`src/rtl/ram_arbiter.sv`:
```
// Two-requester arbiter for the shared 64 KB RAM: CPU-first priority with a
// streak limit that guarantees the diagnostics engine a slot.
module ram_arbiter #(
  parameter int ACCESS_CYCLES  = 2,
  parameter int MAX_CPU_STREAK = 4
) (
  input  logic        fpga_clk,
  input  logic        fpga_reset,
  input  logic        cpu_req,
  input  logic        cpu_we,
  input  logic [15:0] cpu_addr,
  input  logic [7:0]  cpu_wdata,
  output logic        cpu_ack,
  output logic [7:0]  cpu_rdata,
  input  logic        diag_req,
  input  logic        diag_we,
  input  logic [15:0] diag_addr,
  input  logic [7:0]  diag_wdata,
  output logic        diag_ack,
  output logic [7:0]  diag_rdata,
  output logic [15:0] ram_address,
  output logic [7:0]  ram_data_out,
  input  logic [7:0]  ram_data_in,
  output logic        ram_cs,
  output logic        ram_we,
  output logic        owner
);

  typedef enum logic [1:0] {
    ST_IDLE,
    ST_ACCESS,
    ST_DONE
  } state_t;

  localparam logic [3:0] CNT_LOAD   = 4'(ACCESS_CYCLES - 1);
  localparam logic [3:0] STREAK_MAX = 4'(MAX_CPU_STREAK);

  state_t      r_state;
  state_t      w_state_nxt;
  logic [3:0]  r_cnt;
  logic [3:0]  r_streak;
  logic        r_we;
  logic [15:0] r_addr;
  logic [7:0]  r_wdata;
  logic        r_owner;
  logic [7:0]  r_cpu_rdata;
  logic [7:0]  r_diag_rdata;

  logic        w_grant_cpu;
  logic        w_grant_diag;
  logic        w_last_cycle;
  logic        w_diag_forced;

  assign w_diag_forced = diag_req && (r_streak == STREAK_MAX);
  assign w_last_cycle  = (r_state == ST_ACCESS) && (r_cnt == 4'd0);

  // NOTE: every signal driven here gets a default first, so no path through
  // the case can leave one unassigned and infer a latch.
  always_comb begin
    w_state_nxt  = r_state;
    w_grant_cpu  = 1'b0;
    w_grant_diag = 1'b0;
    ram_cs       = 1'b0;
    ram_we       = 1'b0;
    cpu_ack      = 1'b0;
    diag_ack     = 1'b0;
    case (r_state)
      ST_IDLE: begin
        if (cpu_req && !w_diag_forced) begin
          w_grant_cpu = 1'b1;
        end else if (diag_req) begin
          w_grant_diag = 1'b1;
        end
        if (w_grant_cpu || w_grant_diag) begin
          w_state_nxt = ST_ACCESS;
        end
      end
      ST_ACCESS: begin
        ram_cs = 1'b1;
        ram_we = r_we;
        if (r_cnt == 4'd0) begin
          w_state_nxt = ST_DONE;
        end
      end
      ST_DONE: begin
        cpu_ack     = ~r_owner;
        diag_ack    = r_owner;
        w_state_nxt = ST_IDLE;
      end
      default: w_state_nxt = ST_IDLE;
    endcase
  end

  assign ram_address  = r_addr;
  assign ram_data_out = r_wdata;
  assign owner        = r_owner;
  assign cpu_rdata    = r_cpu_rdata;
  assign diag_rdata   = r_diag_rdata;

  // NOTE: state is updated with non-blocking assignments so every register
  // sees the pre-edge values of the others, independent of statement order.
  always_ff @(posedge fpga_clk) begin
    if (fpga_reset) begin
      r_state      <= ST_IDLE;
      r_cnt        <= 4'd0;
      r_streak     <= 4'd0;
      r_we         <= 1'b0;
      r_addr       <= 16'd0;
      r_wdata      <= 8'd0;
      r_owner      <= 1'b0;
      r_cpu_rdata  <= 8'd0;
      r_diag_rdata <= 8'd0;
    end else begin
      r_state <= w_state_nxt;

      if (w_grant_cpu) begin
        r_we    <= cpu_we;
        r_addr  <= cpu_addr;
        r_wdata <= cpu_wdata;
        r_owner <= 1'b0;
        r_cnt   <= CNT_LOAD;
      end else if (w_grant_diag) begin
        r_we    <= diag_we;
        r_addr  <= diag_addr;
        r_wdata <= diag_wdata;
        r_owner <= 1'b1;
        r_cnt   <= CNT_LOAD;
      end else if (r_state == ST_ACCESS && r_cnt != 4'd0) begin
        r_cnt <= r_cnt - 4'd1;
      end

      // The streak only counts CPU wins that actually kept diag waiting.
      if (r_state == ST_IDLE) begin
        if (w_grant_diag || !diag_req) begin
          r_streak <= 4'd0;
        end else if (w_grant_cpu && r_streak != STREAK_MAX) begin
          r_streak <= r_streak + 4'd1;
        end
      end

      if (w_last_cycle && !r_we) begin
        if (r_owner) begin
          r_diag_rdata <= ram_data_in;
        end else begin
          r_cpu_rdata <= ram_data_in;
        end
      end
    end
  end

endmodule

```
`config.mk`:
```
export PLATFORM = sky130hd
export DESIGN_NAME = ram_arbiter
export DESIGN_NICKNAME = d
export VERILOG_FILES = /design/src/rtl/ram_arbiter.sv
export SDC_FILE = /design/constraint.sdc
export NUM_CORES = 1
export LEC_CHECK = 0
export CAP_MARGIN = 20
export CORE_MARGIN = 3
export CORE_UTILIZATION = 35
export DETAILED_ROUTE_END_ITERATION = 8
export PLACE_DENSITY = 0.67
export SLEW_MARGIN = 15
export SYNTH_ARGS = -nofsm -noshare
export SYNTH_HDL_FRONTEND = slang
export SYNTH_SLANG_ARGS = --single-unit
export TNS_END_PERCENT = 100
```
`constraint.sdc`:
```
create_clock -name fpga_clk -period 5.2 [get_ports fpga_clk]
set_clock_uncertainty 0.1 [all_clocks]
set_input_delay 1.04 -clock fpga_clk [delete_from_list [all_inputs] [get_ports fpga_clk]]
set_output_delay 1.04 -clock fpga_clk [all_outputs]
set_load 0.01 [all_outputs]
```
==> out/results.txt <==
Crit-path max FO = 27
Final WL = 6540 um
RR Endpoint = ram_address[4]$_SDFFE_PP0P_
Worst Path Buf+Inv = 1
Hold Startpoint = cpu_rdata[7]$_SDFFE_PP0P_
Top Metal Used = met4
Slowest library cell on the worst path = or3b_1
Hold Path Class = reg -> reg
Worst-path clk slew = 90 ps
Ant. Diodes = 0
Cell count after synthesis = 247
Crit path required time = 5310 ps
CTS tree = yes
Fin crit period = 3250 ps
Nets@finish = 406
Maxcap violations = 0
Skew-Pair Late Insertion Delay = 300 ps
Sink Count = 52
Gr ovfl total = 0
FMAX = 0.308 GHz
RSZ-0062 raised after global routing = no
Postcts setup bufs = 0
Area contributors post-synth = dfxtp_1 (43%), mux2i_1 (17%), a211oi_1 (7.7%)
Mapped Avg Cell Area = 9.83 um^2
Synth area leader = dfxtp_1
Leakage = 1.33 nW
Total CTS buffers = 5
Initial antenna violation count = 0
Yosys reg bits = 52
Drt via density = 5.15
Post-Place Cells = 411
DR iter-0 viols = 70
Synthesis-to-finish area growth = 47.3%
Worst VDD drop = 0.132 mV
Mapped Nets = 312
Met2 wire len = 2860 um
Worst-path cell chain = clkdlybuf4s50_1, or3b_1, or2_1, a211oi_1
Storage cell area = 0.00104 mm^2
Setup violators final = 0
CP delay by family, top = simple AND/OR/NAND/NOR gates
Routed Antenna Nets = 0
Power Dens Cells = 267 mW/mm^2
Ys async rst share = 0%
First-pass GRT wire length = 10,200 um
Wirelength per Cell = 15.6 um
FILL cells = 605
Yosys warnings = 0
Rows = 29
Die area = 0.00797 mm^2
Setup crit start kind = input pin
Fin crit share = 62.5%
Worst slew pin tran = 985 ps
CP peak stage delay = 750 ps
Internal reg-to-reg setup slack = 2650 ps
Synthesized cell area = 0.00243 mm^2
Hold path cells = 2
Setup TNS = 0 ps
Design Power = 955 uW
Fin. Hold Viols = 0
Reg2reg start = r_state[0]$_SDFFE_PP0P_
Hold WS = 378 ps
Router iterations before antenna repair = 4
Top_reg_cell synth = dfxtp_1
Ports = 107
Status = finished, final reports clean
Layout cells sized above 1 = 4.97%
CTS root buf = clkbuf_8
Vias in the first global route = 2,120
Crit path capture type = register
Top-area cell type share of the netlist area = 42.9%
Core ar. = 0.00653 mm^2
Setup CP Type = in -> reg
DR vias = 2,157
Met3 Wirelength = 545 um
Overall die height = 89.3 um
Worst r2r path cells = 3
Worst Hold End = cpu_rdata[7]$_SDFFE_PP0P_
Max-slew headroom = 34.3%
CTS resizes = 0
Post-synthesis cell type count = 36
Layout Cells excl Fill = 419
Bufs on Longest Clock Path = 2
Chip width = 89.3 um
DRT met1 WL = 3090 um
Dpl hpwl = 4480 um
Post-synth EDFFs = 0
Worst Path Arrival = 3360 ps
Final Slew Violations = 0
PortBufs = 106
Routability cong. = 0.772
Multi-input logic area = 0.00125 mm^2
Register area share after synthesis = 42.9%
Initial Util = 37.2%
Tot GR Track Use = 16.3%
Largest net degree at the start of global routing = 59
DRC viols = 0
Max H-tree Level = 2
Hold-fix buffers, CTS = 0
## synth_stat cells (3+ instances only)
cell / n
a211oi_1: 25
a21oi_1: 5
buf_2: 5
buf_6: 4
clkbuf_1: 10
dfxtp_1: 52
ha_1: 3
inv_1: 5
mux2i_1: 41
nand2_1: 4
nand2b_1: 25
nand4b_1: 4
nor2_1: 4
nor3_1: 28
## power by group
group / switching (mW) / leakage (nW) / total, mW / internal [mW]
logic: 0.114 / 0.860 / 0.263 / 0.149
registers: 0.0258 / 0.427 / 0.459 / 0.433
clock network: 0.138 / 0.0404 / 0.234 / 0.0956
total: 0.278 / 1.33 / 0.955 / 0.677
## area by class of cell
| class | count | area share (%) |
|---|---|---|
| Sequential cell | 52 | 29.1 |
| Inverter | 6 | 0.629 |
| Tap cell | 77 | 2.69 |
| Timing Repair Buffer | 108 | 29.9 |
| Clock inverter | 3 | 0.664 |
| Multi-Input combinational cell | 168 | 35.1 |
| Clock buffer | 5 | 1.92 |
## per-layer routing
metal  GRT usage [%]  up-vias
met5               0        -
li1                -     1083
met4            2.84        0
met3            6.27        4
met1            21.2      991
met2            26.0       79
## how the worst max path moves through the flow
| stage | to | slack, ps | startpoint | depth (start not counted) |
|---|---|---|---|---|
| 6_report | ram_address[4]$_SDFFE_PP0P_ | 1950 | cpu_req | 4 |
| 5_1_grt | ram_address[0]$_SDFFE_PP0P_ | 1750 | cpu_req | 4 |
| 3_3_place_gp | ram_data_out[4]$_SDFFE_PP0P_ | 1730 | cpu_req | 4 |
| 3_5_place_dp | ram_address[4]$_SDFFE_PP0P_ | 1670 | cpu_req | 4 |
| 2_1_floorplan | r_we$_SDFFE_PP0P_ | 2860 | cpu_req | 6 |
| 4_1_cts | ram_we | 1950 | r_state[1]$_SDFFE_PP0P_ | 4 |
## logic make-up (layout without fill, tap and decap cells)
group | after synthesis | count (layout) | share of synthesized area [%]
flops | 52 | 52 | 42.9
simple gates | 85 | 85 | 21.6
buf+inv | 27 | 122 | 5.67
mux | 41 | 41 | 16.9
fa+ha+maj | 3 | 3 | 1.55
compound gates | 39 | 39 | 11.4
## stage by stage
stage          instance area, um^2  setup slack, ps  util [%]
6_report                      3580             1950      54.8
2_1_floorplan                 2430             2860         -
5_1_grt                       3580             1750      54.8
3_5_place_dp                  3490             1670      53.4
3_3_place_gp                  3490             1730      53.4
4_1_cts                       3580             1950      54.8
## flip-flops by register name (all words and copies together) (netlist names)
signal,count
cpu_rdata,8
ram_address,16
r_cnt,4
r_we,1
diag_rdata,8
ram_data_out,8
owner,1
r_streak,4
r_state,2
## cells in the final DEF, fill, tap and decap left out, drive strengths merged
cell type	instances
nor3b	2
mux2i	41
buf	3
and2	2
nand4b	4
dfxtp	52
and3b	1
nand3	2
or2	3
or4b	2
clkinv	2
inv	5
clkinvlp	2
nor3	28
clkbuf	5
nor2	4
nand2	4
nand4	2
a22oi	1
a21oi	5
o21ai	2
a311oi	2
nand2b	25
a211oi	25
ha	3
or3b	2
a221oi	1
a31oi	2
a21o	1
or3	1
nand3b	1
clkdlybuf4s50	105
and4b	1
nor4	1
## worst register-to-register path: cells and delay by family (launching register included)
family / cells / cell delay (ps)
AO/OA/AOI/OAI: 1 / 180
flip-flops: 1 / 480
AND/OR/NAND/NOR: 2 / 1640
Power figures use the tool's default switching activity.
